==> src/rtl/ps2_receiver.sv <==
// PS/2 keyboard receive front end: synchronises and deglitches kb_clk, then
// deserialises 11-bit frames into scan codes with parity/framing/timeout checks.
module ps2_receiver #(
    parameter int FILTER_LEN     = 8,
    parameter int TIMEOUT_CYCLES = 200000
) (
    input  logic       clk,
    input  logic       rst,
    input  logic       kb_clk,
    input  logic       kb_data,
    output logic [7:0] scan_code,
    output logic       valid_code,
    output logic       parity_err,
    output logic       frame_err
);
    localparam int TO_W = $clog2(TIMEOUT_CYCLES);
    localparam logic [TO_W-1:0] TO_MAX = TO_W'(TIMEOUT_CYCLES - 1);

    typedef enum logic [1:0] {IDLE, DATA, PARITY, STOP} state_t;

    logic                  clk_s1, clk_s2, data_s1, data_s2;
    logic [FILTER_LEN-1:0] filt_sr;
    logic                  clk_filt;
    logic                  fall;
    logic                  strobe;

    state_t                state;
    logic [2:0]            bit_cnt;
    logic [7:0]            sr;
    logic                  par;
    logic [TO_W-1:0]       tcnt;

    // Filtered clock is about to drop: all samples low while the level is still high.
    assign fall = clk_filt && (filt_sr == '0);

    // NOTE: synchronisers and filter reset to the idle-high line level so a
    // reset never fabricates a falling edge on release.
    always_ff @(posedge clk) begin
        if (rst) begin
            clk_s1   <= 1'b1;
            clk_s2   <= 1'b1;
            data_s1  <= 1'b1;
            data_s2  <= 1'b1;
            filt_sr  <= '1;
            clk_filt <= 1'b1;
            strobe   <= 1'b0;
        end else begin
            clk_s1   <= kb_clk;
            clk_s2   <= clk_s1;
            data_s1  <= kb_data;
            data_s2  <= data_s1;
            filt_sr  <= {filt_sr[FILTER_LEN-2:0], clk_s2};
            if (&filt_sr)
                clk_filt <= 1'b1;
            else if (~|filt_sr)
                clk_filt <= 1'b0;
            strobe   <= fall;
        end
    end

    // NOTE: pulse outputs default low every cycle and are set only by the
    // branch that owns them, so they can never overlap or stretch.
    always_ff @(posedge clk) begin
        if (rst) begin
            state      <= IDLE;
            bit_cnt    <= '0;
            sr         <= '0;
            par        <= 1'b0;
            tcnt       <= '0;
            scan_code  <= '0;
            valid_code <= 1'b0;
            parity_err <= 1'b0;
            frame_err  <= 1'b0;
        end else begin
            valid_code <= 1'b0;
            parity_err <= 1'b0;
            frame_err  <= 1'b0;

            if (state == IDLE || strobe)
                tcnt <= '0;
            else
                tcnt <= tcnt + 1'b1;

            if (strobe) begin
                unique case (state)
                    IDLE: begin
                        if (!data_s2) begin
                            state   <= DATA;
                            bit_cnt <= '0;
                        end
                    end
                    DATA: begin
                        sr      <= {data_s2, sr[7:1]};
                        bit_cnt <= bit_cnt + 1'b1;
                        if (bit_cnt == 3'd7)
                            state <= PARITY;
                    end
                    PARITY: begin
                        par   <= data_s2;
                        state <= STOP;
                    end
                    STOP: begin
                        state <= IDLE;
                        if (!data_s2) begin
                            frame_err <= 1'b1;
                        end else if (^sr ^ par) begin
                            scan_code  <= sr;
                            valid_code <= 1'b1;
                        end else begin
                            parity_err <= 1'b1;
                        end
                    end
                    default: state <= IDLE;
                endcase
            end else if (state != IDLE && tcnt == TO_MAX) begin
                // Keyboard stalled mid-frame: drop the partial byte.
                state     <= IDLE;
                frame_err <= 1'b1;
            end
        end
    end
endmodule

==> config.mk <==
export PLATFORM = sky130hd
export DESIGN_NAME = ps2_receiver
export DESIGN_NICKNAME = d
export VERILOG_FILES = /design/src/rtl/ps2_receiver.sv
export SDC_FILE = /design/constraint.sdc
export NUM_CORES = 1
export LEC_CHECK = 0
export CORE_UTILIZATION = 54
export CTS_BUF_LIST = sky130_fd_sc_hd__clkbuf_4
export CTS_CLUSTER_DIAMETER = 120
export DETAILED_ROUTE_END_ITERATION = 10
export PLACE_DENSITY = 0.81
export SYNTH_ARGS = -nofsm -noshare
export SYNTH_HDL_FRONTEND = slang
export SYNTH_SLANG_ARGS = --single-unit
==> constraint.sdc <==
create_clock -name clk -period 1.8 [get_ports clk]
set_input_delay 0.27 -clock clk [delete_from_list [all_inputs] [get_ports clk]]
set_output_delay 0.27 -clock clk [all_outputs]
set_load 0.02 [all_outputs]
== After elaboration in Yosys (flattened, before gate mapping) ==
Index checks and enable logic that the tools add are counted.

* Logic and storage cells: 62
* Register bits: 57
* RAM bits: 0
* Memories: 0
* Input bits: 4
* ROM bits: 0
* Latch bits: 0

* $mul: 0
* $lt $le $gt $ge: 0
* Equal/unequal tests: 8
* Add/sub/neg operators: 2
* Shift operators: 0
* Reduce and logical (&&, ||, !) cells: 19
* Divide/modulo/power cells: 0
* Bitwise gates (word level): 4
* Muxes and demuxes: 13

{| class="wikitable"
|+ Operators by type and width
! operator !! count
|-
| $add 18x1->18 const B || 1
|-
| $eq 18x18->1 const B || 1
|-
| $logic_not 8->1 || 1
|-
| $mux 2 || 4
|-
| $pmux 2 s4 || 1
|-
| $reduce_and 8->1 || 1
|-
| $reduce_or 8->1 || 1
|-
| $reduce_xor 8->1 || 1
|-
| $mux 1 || 6
|-
| $ne 3x3->1 const B || 2
|-
| $pmux 3 s2 || 1
|-
| $reduce_and 3->1 || 2
|-
| $reduce_bool 2->1 || 3
|-
| $eq 2x2->1 const B || 2
|-
| $reduce_and 2->1 || 2
|-
| $reduce_and 4->1 || 1
|-
| $reduce_or 2->1 || 2
|-
| $reduce_or 4->1 || 1
|-
| $add 3x1->3 const B || 1
|-
| $eq 3x3->1 const B || 1
|-
| $mux 3 || 1
|-
| $not 1->1 || 3
|-
| $eq 2x1->1 const B || 1
|-
| $logic_and 1x1->1 || 2
|-
| other kinds (4) || 4
|}

== Logic depth before layout (Yosys ltp) ==
* Depth after elaboration: 4
* Gate-level depth with buffers: 7

== Worst setup path before layout ==
Ideal clock, no wire load.

* Path kind: register to register
* Start point: reg sr[1]
* End point: reg scan_code[3]
* Setup time: 0.128 ns
* Arrival: 1.591 ns
* Stages on the path, launching flop included: 6
* Path slack: 0.081 ns
* Path through: dfxtp_1 > xor2_1 > xnor3_2 > mux2i_4 > mux2i_1 > nor2_1

* Cells in the longest elaborated chain, start to end: 3

{| class="wikitable"
|+ RTL lines
! element !! RTL line !! text
|-
| start: declaration || 29 || <nowiki>logic [7:0] sr;</nowiki>
|-
| start signal: assignment || 93 || <nowiki>sr <= {data_s2, sr[7:1]};</nowiki>
|-
| $reduce_xor 8->1 || 106 || <nowiki>end else if (^sr ^ par) begin</nowiki>
|-
| $xor 1x1->1 || 106 ||
|-
| $reduce_and 4->1 (no line) || -- ||
|-
| end signal: assignment || 107 || <nowiki>scan_code <= sr;</nowiki>
|-
| end: declaration || 11 || <nowiki>output logic [7:0] scan_code,</nowiki>
|}

Every way passes these cells.
A chain may end at the register's enable or synchronous reset.

== Worst setup path in the final report ==
* Start point: reg sr[5]
* End point: reg scan_code[7]

Same word-level chain as after synthesis.

==> metrics.cfg <==
[floorplan]
initial_core_util=0.569
die_h_um=67.2
io_pins=15
die_x_um=67.2
die-area_um2=4510
num_rows=23
coreArea_um2=4030

[synth]
yosys-top-cells-count=dfxtp_1, nor2_1, nand2_1, nand3_1, or2_2
postSynthAreaPerCell_um2=9.32
ys_seq_elements=57
syn_inst=246
yosysSeqAreaShare=0.498
ys_top_cells_by_area=dfxtp_1, nor2_1, ha_1
synth-edff-count=0
synth_largest_area_cell=dfxtp_1
synth_top_area_frac=0.498
ys.flop_type=dfxtp_1
syn_nets=258
ys_types=32
synthMostInstantiatedCell=dfxtp_1
syn-cell-area_um2=2290
synth-async-reset-ratio=0
yosysWarnings=0

[timing]
timing.final.ws_setup_ns=0.0981
hold_viol=0
max_freq_ghz=0.588
worst_pin_slew_ns=0.601
rsz0062_at_grt=false
slew_headroom=0.600
finalSetupViolCount=0
slew_viol_final=0
clock_skew_ns=0.0114
fin_crit_ns=1.70
finalCritPeriodShare=0.945

[pwr]
power_density_nw_per_um2=801
p_leak_nw=1.05
power_mw=2.17
ir_worst_vdd_uv=446

[layout]
final_nets=285
diodes=0
areaGrowthSynthToFinish_pct=18.2
design_area_um2=2710
drive_gt1_frac=0.184
finish.utilization=0.673

[cts]
cts_tree=done
worstSkewPairLatency_ns=0.40
clk_pin_slew_worst_paths_ns=0.10
clock_sinks=57
htreeDepth=3
cts.hold.buffers_added=0
cts_root_buffer=clkbuf_4
cts_buffers=9
clockBufferDepth=2

[min_path]
min_path_type=reg2reg
worstHoldPathCells=1
min_to=data_s2
min-delay-start=data_s1

[place]
pre_cts_ws_ns=-0.0480
place.gp.congestion=0.805
hpwl_mm=2.63
place_area_um2=2550
numPortBuffers=14

[worst_setup_path]
reg2regPathDepth=6
cp-end-kind=register
crit_arrival_ns=1.98
crit_path_start_kind=register
critPathKind=reg2reg
timing.rr.start=sr[5]
reg2reg_to=scan_code[7]
r2r_slack_ns=0.1
crit_start=sr[5]
critPathMaxFanout=9
required_ns=2.08

[routing]
first_pass_iters=5
dr_total_vias=1720
viasPerCell=5.26
wl_per_cell_um=11.8
drcViolationCount=0
routed_wl_mm=3.87
dr.first_iter.drc_count=109
ant_nets=0

[global_routing]
track_usage=0.198
use_met2=0.313
grt_util_met1=0.228
grt_pass1_wl_mm=6.44
grt_busiest_layer=met2
grt_util_met3=0.0557
grt_max_degree=26
grt_pass1_vias=1540
grt_overflow=0
antenna_found_initial=0

[run]
drv_cap=0

[outcome]
outcome=complete, no violations

## worst max-delay path, stage by stage, from the launching register on
cell     delay (ns)
dfxtp_1        0.38
xnor3_1        0.46
and2b_4        0.19
mux2i_4        0.16
buf_12         0.16
mux2i_1        0.17
nor2_1         0.05
## power breakdown
group / total (mW) / switching, mW / internal (mW)
registers: 1.27 / 0.00282 / 1.27
clock network: 0.874 / 0.433 / 0.441
logic: 0.0277 / 0.0148 / 0.0130
total: 2.17 / 0.451 / 1.72
## layout make-up
cell class                 count  area (um2)
timing repair buffer          26         243
tap                           50        62.6
sequential                    57        1140
clock buffer                  11        82.6
clock inverter                 4        45.0
inverter                       7        26.3
multi-input combinational    172        1110
fill                         333        1320
## worst max path at each step
| stage | end | slack [ns] |
|---|---|---|
| after floorplan | scan_code[3] | 0.08 |
| after global placement | state[0] | 0.07 |
| after detailed placement | state[1] | -0.05 |
| after CTS | state[1] | 0.01 |
| after global routing | scan_code[7] | 0.007 |
| final | scan_code[7] | 0.1 |
## sequential cells by signal, indices dropped and copies added, names as in the netlist, 2 cells and up
signal     count
scan_code      8
bit_cnt        3
tcnt          18
state          2
sr             8
filt_sr        8
## routing by layer
layer | routed length (um) | share of wire
met1 | 1850 | 0.48
met2 | 1770 | 0.46
met3 | 134 | 0.035
met4 | 107 | 0.028
met5 | 0 | 0
## cell usage in the layout (no fill, tap or decap), types with 5 or more instances in the layout
master and n:
a21oi_1 11, ha_1 7, or2_2 12, nand4_1 5, nand3_1 17, clkbuf_4 11, xor2_1 11, mux2i_1 8
xnor2_1 8, dfxtp_1 54, clkdlybuf4s50_1 14, nand2_1 22, inv_1 7, buf_4 11, nor2_1 38, o21ai_0 5
## metrics by stage
stage               hold WS (ns)  TNS [ns]  instances
global placement           0.393         0        310
finish                     0.410         0        327
detailed placement         0.395   -0.0905        310
floorplan                  0.374         0        246
CTS                        0.412         0        325
global route               0.418         0        327
## cells by family after synthesis
group | Yosys count | share of synthesized area
AOI/OAI and AO/OA | 21 | 0.0518
xor gates and xnor gates | 21 | 0.0927
adders and majority gates | 8 | 0.0436
buffers and inverters | 17 | 0.0278
DFF | 57 | 0.498
muxes | 11 | 0.0546
and+or+nand+nor | 111 | 0.232
## repair_timing
action | in CTS | in global routing
setup endpoints to repair | 2 | 6
gates resized for setup | 1 | 7
cloned | 0 | 0
pin swaps | 0 | 3
buffers inserted | 0 | 2
No activity file was read; power rests on OpenSTA's default activity.
